$ cat src/rtl/rv_pkg.sv
// Shared fetch-stage types: the existing PC-control bundle and the fetch sequencer state.
package rv_pkg;

    typedef struct packed {
        logic ready_Q100H;
        logic ready_Q101H;
        logic sel_next_pc_alu_out_Q102H;
    } t_if_ctrl;

    typedef enum logic [1:0] {
        BOOT     = 2'd0,
        FETCH    = 2'd1,
        REDIRECT = 2'd2
    } t_fetch_state;

    // Bubbles lost on a taken branch: the Q101H slot and the REDIRECT refetch.
    localparam int unsigned FETCH_BRANCH_PENALTY = 2;

endpackage

$ cat src/rtl/rv_sat_cnt.sv
// Saturating up-counter with synchronous clear; clear wins over increment.
module rv_sat_cnt #(
    parameter int unsigned W     = 4,
    parameter int unsigned LIMIT = 15
) (
    input  logic         clk,
    input  logic         rst,
    input  logic         clr,
    input  logic         inc,
    output logic [W-1:0] cnt
);

    always_ff @(posedge clk or negedge rst) begin
        if (!rst) begin
            cnt <= '0;
        end else if (clr) begin
            cnt <= '0;
        end else if (inc && cnt != W'(LIMIT)) begin
            cnt <= cnt + W'(1);
        end
    end

endmodule

$ cat src/rtl/rv_fetch_ctrl.sv
// Instruction-fetch sequencer: boot hold-off, PC control bundle, Q101H qualifiers,
// I_MEM grant-timeout monitor and stall performance counter.
module rv_fetch_ctrl
    import rv_pkg::*;
#(
    parameter int unsigned BOOT_CYCLES = 2,
    parameter int unsigned MAX_WAIT    = 15,
    parameter int unsigned CNT_W       = 32
) (
    input  logic             clk,
    input  logic             rst,
    input  logic             imem_gnt,
    input  logic             stall_Q101H,
    input  logic             branch_taken_Q102H,
    output logic             imem_req,
    output t_if_ctrl         ctrl,
    output logic             flush_Q101H,
    output logic             valid_Q101H,
    output t_fetch_state     state,
    output logic             err_timeout,
    output logic [CNT_W-1:0] stall_cnt
);

    localparam int unsigned BOOT_W = (BOOT_CYCLES > 1) ? $clog2(BOOT_CYCLES) : 1;
    localparam int unsigned WAIT_W = $clog2(MAX_WAIT + 1);

    t_fetch_state      state_next;
    logic [BOOT_W-1:0] boot_cnt;
    logic [WAIT_W-1:0] wait_cnt;
    logic              valid_next;
    logic              advance;
    logic              wait_inc;
    logic              wait_hit;

    assign advance  = imem_gnt & ~stall_Q101H;
    assign wait_inc = imem_req & ~imem_gnt;
    // wait_inc and the clear (imem_gnt) are exclusive, so this is the edge wait_cnt hits MAX_WAIT.
    assign wait_hit = wait_inc & (wait_cnt == WAIT_W'(MAX_WAIT - 1));

    rv_sat_cnt #(
        .W     (WAIT_W),
        .LIMIT (MAX_WAIT)
    ) u_wait_cnt (
        .clk (clk),
        .rst (rst),
        .clr (imem_gnt),
        .inc (wait_inc),
        .cnt (wait_cnt)
    );

    always_comb begin
        // NOTE: every output gets a default before the case so no path leaves one unassigned (no latches).
        state_next  = state;
        imem_req    = 1'b0;
        ctrl        = '0;
        flush_Q101H = 1'b0;
        valid_next  = valid_Q101H;
        unique case (state)
            BOOT: begin
                if (boot_cnt == '0) state_next = FETCH;
            end
            FETCH: begin
                imem_req = 1'b1;
                if (branch_taken_Q102H) begin
                    ctrl.sel_next_pc_alu_out_Q102H = 1'b1;
                    ctrl.ready_Q100H               = 1'b1;
                    ctrl.ready_Q101H               = 1'b1;
                    flush_Q101H                    = 1'b1;
                    valid_next                     = 1'b0;
                    state_next                     = REDIRECT;
                end else if (advance) begin
                    ctrl.ready_Q100H = 1'b1;
                    ctrl.ready_Q101H = 1'b1;
                    valid_next       = 1'b1;
                end
            end
            REDIRECT: begin
                // Q101H still holds the wrong-path fetch; the Q102H slot is already killed.
                imem_req         = 1'b1;
                flush_Q101H      = 1'b1;
                ctrl.ready_Q100H = imem_gnt;
                ctrl.ready_Q101H = imem_gnt;
                valid_next       = imem_gnt;
                state_next       = FETCH;
            end
            default: state_next = BOOT;
        endcase
    end

    // NOTE: sequential state uses non-blocking assignments so every register samples pre-edge values.
    always_ff @(posedge clk or negedge rst) begin
        if (!rst) begin
            state       <= BOOT;
            boot_cnt    <= BOOT_W'(BOOT_CYCLES - 1);
            valid_Q101H <= 1'b0;
            err_timeout <= 1'b0;
            stall_cnt   <= '0;
        end else begin
            state       <= state_next;
            valid_Q101H <= valid_next;
            if (state == BOOT && boot_cnt != '0) boot_cnt <= boot_cnt - BOOT_W'(1);
            if (wait_hit) err_timeout <= 1'b1;
            if (imem_req && !ctrl.ready_Q100H) stall_cnt <= stall_cnt + CNT_W'(1);
        end
    end

endmodule

$ cat config.mk
export PLATFORM = sky130hd
export DESIGN_NAME = rv_fetch_ctrl
export DESIGN_NICKNAME = d
export VERILOG_FILES = /design/src/rtl/rv_pkg.sv /design/src/rtl/rv_sat_cnt.sv /design/src/rtl/rv_fetch_ctrl.sv
export SDC_FILE = /design/constraint.sdc
export NUM_CORES = 1
export LEC_CHECK = 0
export CORE_MARGIN = 5
export CORE_UTILIZATION = 53
export DETAILED_ROUTE_END_ITERATION = 16
export PLACE_DENSITY = 0.85
export SYNTH_ARGS = -nofsm -noshare
export SYNTH_HDL_FRONTEND = slang
export SYNTH_SLANG_ARGS = --single-unit
$ cat constraint.sdc
create_clock -name clk -period 3.56 [get_ports clk]
set_input_delay 0.534 -clock clk [delete_from_list [all_inputs] [get_ports clk]]
set_output_delay 0.534 -clock clk [all_outputs]
set_load 0.05 [all_outputs]
-- Word-level counts from Yosys, hierarchy flattened
Index checks and enable logic that the tools add are counted.
- memories: 0
- latch bits: 0
- memory bits (writable): 0
- input port bits: 5
- flip-flop bits (word level): 41
- memory bits (read-only): 0
- mux-type cells: 15
- eq/ne operators: 7
- magnitude comparators: 0
- bitwise gates (word level): 5
- div/mod/pow operators: 0
- reductions and logical operators: 10
- add/subtract/negate cells: 3
- shift operators: 0
- multiply operators: 0
- operator list (operator ; count):
    32-bit by 1-bit adder with 32-bit output (second input constant) ; 1
    2-bit 2-to-1 mux ; 4
    4-bit 2-to-1 mux ; 2
    2-bit one-hot mux with 3 select lines ; 1
    1-bit 2-to-1 mux ; 5
    4-bit by 1-bit adder with 4-bit output (second input constant) ; 1
    4-bit equality test (second input constant) ; 1
    2-bit inequality test (second input constant) ; 2
    4-bit inequality test (second input constant) ; 1
    1-bit one-hot mux with 2 select lines ; 2
    2-bit one-hot mux with 2 select lines ; 1
    2-bit AND reduction ; 2
    2-bit nonzero test ; 2
    1-bit bitwise AND ; 3
    1-bit logical AND ; 3
    3-bit inequality test (second input constant) ; 1
    2-bit by 1-bit equality test with 1-bit output (second input constant) ; 1
    2-bit equality test (second input constant) ; 1
    2-bit logical NOT ; 1
    1-bit NOT ; 2
    2-bit OR reduction ; 1
    1-bit logical NOT ; 1
    1-bit subtractor (second input constant) ; 1

-- Logic depth before layout (Yosys ltp)
- depth in word-level cells: 7
- depth in mapped cells: 8
- gate-level depth less buffers: 7

-- Modules after synthesis
From an unflattened synthesis, not the netlist that was laid out.
- cells, all modules: 188
- area total of the unflattened synthesis: 2016.9 µm²
- by module, submodules not included (module ; instances ; area an instance (µm²) ; cells an instance ; seq. area each (µm²)):
    rv_fetch_ctrl ; 1 ; 1788.0 ; 168 ; 927.1
    rv_sat_cnt ; 1 ; 229.0 ; 20 ; 100.1

-- Worst setup path before layout
OpenSTA, ideal clock, no wires.
- path kind: register to output
- start: register state[0]
- end: output ctrl[2] (netlist name)
- slack: 0.727 ns
- path buffers: 1
- required time: 3.026 ns
- cell stages (with the launch flop): 5
- data arrival time: 2.299 ns
- cells stage by stage: dfrtp_1 -> inv_1 -> ha_1 -> and2_1 -> buf_4
- RTL lines (item ; line ; source):
    start: declaration ; rv_fetch_ctrl.sv:19 ; output t_fetch_state state,
    start signal: assignment ; rv_fetch_ctrl.sv:99 ; state <= state_next;
    end: declaration ; rv_fetch_ctrl.sv:16 ; output t_if_ctrl ctrl,

==> impl_table.tex <==
\begin{tabular}{lr}
\hline
Metric & Value \\
\hline
\multicolumn{2}{l}{\textbf{Clock network}} \\
Clock-pin slew on the worst setup and hold paths & 0.08 ns \\
CTS tree & built \\
Maximum count of clock buffers along a single path & 2 \\
H-tree levels & 2 \\
Cell chosen for the clock root & clkbuf\_8 \\
Number of buffers inserted during clock tree synthesis & 5 \\
Post\_cts resized & 0 \\
Post-CTS setup buffer count & 0 \\
TritonCTS sink count & 41 \\
Hold-fix buffers at CTS & 0 \\
Latest clock arrival within the worst-skew pair & 0.29 ns \\
\multicolumn{2}{l}{\textbf{Power and ir drop}} \\
Power Density & 702 nW/um\^{}2 \\
Largest vdd supply drop & 607 uV \\
Leakage component of the power & 1.16 nW \\
\multicolumn{2}{l}{\textbf{Synthesis}} \\
Commonest register cell after synthesis & dfrtp\_1 \\
Post-synth ARST share & 1.00 \\
Area share of the largest cell type after synthesis & 0.510 \\
Synth Cell Area & 1960 sq um \\
Cell taking the most area after synthesis & dfrtp\_1 \\
Dominant cells by area after synthesis & dfrtp\_1 51\%, xnor2\_1 9.8\%, xor2\_1 4.5\%, nand3\_1 4.3\%, ha\_1 3.8\% \\
Count leader, synth & dfrtp\_1 \\
Post-synthesis sequential area ratio & 0.523 \\
Mapped Cells & 175 \\
Yosys warnings & 0 \\
Nets in the synthesized netlist & 186 \\
Avg Cell Area, Syn & 11.2 sq um \\
Number of enable flip-flop cells after synthesis & 0 \\
\#FFs+latches synth & 41 \\
Distinct cell type count of the synthesized netlist & 33 \\
Most frequent cells after synthesis & 40 x dfrtp\_1, 22 x xnor2\_1, 17 x nand3\_1 \\
\multicolumn{2}{l}{\textbf{Layout}} \\
Growth of design area from synthesis to finish & 30.7\% \\
Number of nets in the layout & 236 \\
Count of antenna diodes in the layout & 0 \\
Filler Cells Inserted & 277 \\
Share of cells above drive strength 1 & 0.0752 \\
Sequential cell area in the final layout & 1030 sq um \\
Footprint of the multi-input gates & 895 sq um \\
\multicolumn{2}{l}{\textbf{Outcome}} \\
Run status & finished, final reports clean \\
\multicolumn{2}{l}{\textbf{Timing}} \\
Setup skew after layout & 0.00570 ns \\
Max-Slew Margin vs Limit & 0.413 \\
Count of endpoints failing hold in the final timing report & 0 \\
Pins over their slew limit & 0 \\
Worst-margin pin slew & 0.880 ns \\
Post-Route Setup TNS & 0 ns \\
Achievable clock frequency & 334 MHz \\
Setup violators final & 0 \\
Worst Slack Setup Final & 0.565 ns \\
Shortest period the worst path allows & 2.99 ns \\
Final cycle utilization of the critical path & 0.841 \\
RSZ-0062 raised after global routing & false \\
\multicolumn{2}{l}{\textbf{Floorplanning}} \\
Full die area & 5020 sq um \\
Total I/O pin count & 46 \\
Die height & 70.9 um \\
Cell row count & 22 \\
Placeable core region & 3630 sq um \\
Die X & 70.9 um \\
Initial Utilization & 0.540 \\
\multicolumn{2}{l}{\textbf{Drt}} \\
Via/cell ratio & 5.22 \\
DRT Pass-1 Iters & 4 \\
Final ANT Viol Nets & 0 \\
WL per Instance & 14.1 um \\
Total wire length after detailed routing & 3870 um \\
Total via count after detailed routing & 1,431 \\
Initial DRC count & 68 \\
DRC viols & 0 \\
\multicolumn{2}{l}{\textbf{Global route}} \\
Number of global-route vias before repair & 1,391 \\
Maximum number of pins on one net before global-route repair & 42 \\
Global-route congestion overflow total & 0 \\
Wire length of the first global-routing pass & 6540 um \\
All-Layer GR Usage & 0.164 \\
Number of antenna violations at the first check in global routing & 0 \\
\multicolumn{2}{l}{\textbf{Critical path}} \\
Slowest stage cell on the critical path & clkdlybuf4s50\_1 \\
Critical path start-end classification & in -> out \\
CP max FO & 8 \\
Highest cell delay on the worst timing path & 0.80 ns \\
Arrival time of data at the critical path endpoint & 2.46 ns \\
Type of element capturing the critical path & output port \\
Worst path required time & 3.03 ns \\
Critical Path Source Type & input port \\
Series of cell instances along the critical path & clkdlybuf4s50\_1 -> nand2\_1 -> o21ai\_0 -> and2\_1 -> clkdlybuf4s50\_1 \\
Dominant cell type by count on the critical path & clkdlybuf4s50\_1 \\
\multicolumn{2}{l}{\textbf{Placement}} \\
Detailed placement HPWL & 2850 um \\
Placer congestion estimate & 0.740 \\
Post-placement setup slack & 0.557 ns \\
Port-buffer cells & 45 \\
\multicolumn{2}{l}{\textbf{Run}} \\
Maxcap violations & 0 \\
\multicolumn{2}{l}{\textbf{Hold path}} \\
Worst hold path type & in -> async \\
\hline
\end{tabular}
## routing by layer
metal	GRT usage	vias to the layer above	share of wire
met1	0.211	686	0.44
met5	0	-	0
met2	0.265	34	0.50
li1	-	705	-
met4	0.0501	0	0.014
met3	0.0526	6	0.047
## final timing paths
path | from | endpoint | slack [ns] | cells past startpoint
max | imem_gnt | ctrl[1] | 0.57 | 5
min | rst | u_wait_cnt.cnt[1] | 0.36 | 1
max reg2reg | state[0] | stall_cnt[15] | 1.27 | 7
min reg2reg | stall_cnt[31] | stall_cnt[31] | 0.48 | 1
max in group asynchronous | rst | stall_cnt[9] | 2.65 | 1
min in group clk | stall_cnt[31] | stall_cnt[31] | 0.48 | 1
## report_power, final
part           total, W  leakage, nW  internal [W]  switching, W
Combinational  0.000823        0.556      0.000272      0.000551
Clock          0.000382       0.0585      0.000229      0.000153
Sequential     0.000598        0.549      0.000527     0.0000707
## worst max-delay path: cells and delay by family
kind                   cells  cell delay (ns)
buffers and inverters      2             1.46
and+or+nand+nor            2             0.31
AOI/OAI and AO/OA          1             0.15
## through the flow
step                hold WS (ns)  total power (W)  utilization  instance area [sq um]  instances
floorplan                  0.238          0.00119            -                   1960        175
global placement           0.451          0.00141        0.674                   2450        266
detailed placement         0.476          0.00143        0.674                   2450        266
CTS                        0.382          0.00182        0.706                   2570        274
global route               0.446          0.00190        0.706                   2570        274
finish                     0.355          0.00180        0.706                   2570        274
## state kept, by name, indices dropped and copies added (netlist names)
| name | count |
|---|---|
| boot_cnt | 1 |
| u_wait_cnt.cnt | 4 |
| valid_Q101H | 1 |
| stall_cnt | 32 |
| state | 2 |
| err_timeout | 1 |
## logic make-up (layout without fill, tap and decap cells)
family / after synthesis / count (layout) / synth area share
XOR/XNOR: 32 / 32 / 0.143
adder cells (fa/ha/maj): 6 / 6 / 0.0382
AND/OR/NAND/NOR: 72 / 72 / 0.208
buffers and inverters: 8 / 59 / 0.0210
AO/OA/AOI/OAI: 15 / 15 / 0.0605
flip-flops: 41 / 41 / 0.523
multiplexers: 1 / 1 / 0.00574
## cell usage in the layout, fill, tap and decap left out, drive strengths merged, types with 3 or more instances in the layout
cell type	n
nor2	8
o21ai	5
inv	6
and3	7
nand2	14
ha	6
dfrtp	40
nor3	6
nand4	6
xor2	10
nand3b	3
clkdlybuf4s50	44
a21oi	5
xnor2	22
and2	3
clkbuf	7
nand3	17
## area by class of cell
cell class | count | area share
flip-flops and latches | 41 | 0.400
inverters | 6 | 0.00878
clock inverters | 1 | 0.0117
repair buffers | 45 | 0.174
well taps | 48 | 0.0234
clock buffers | 7 | 0.0336
multi-input cells | 126 | 0.349
No activity file was read; power rests on OpenSTA's default activity.
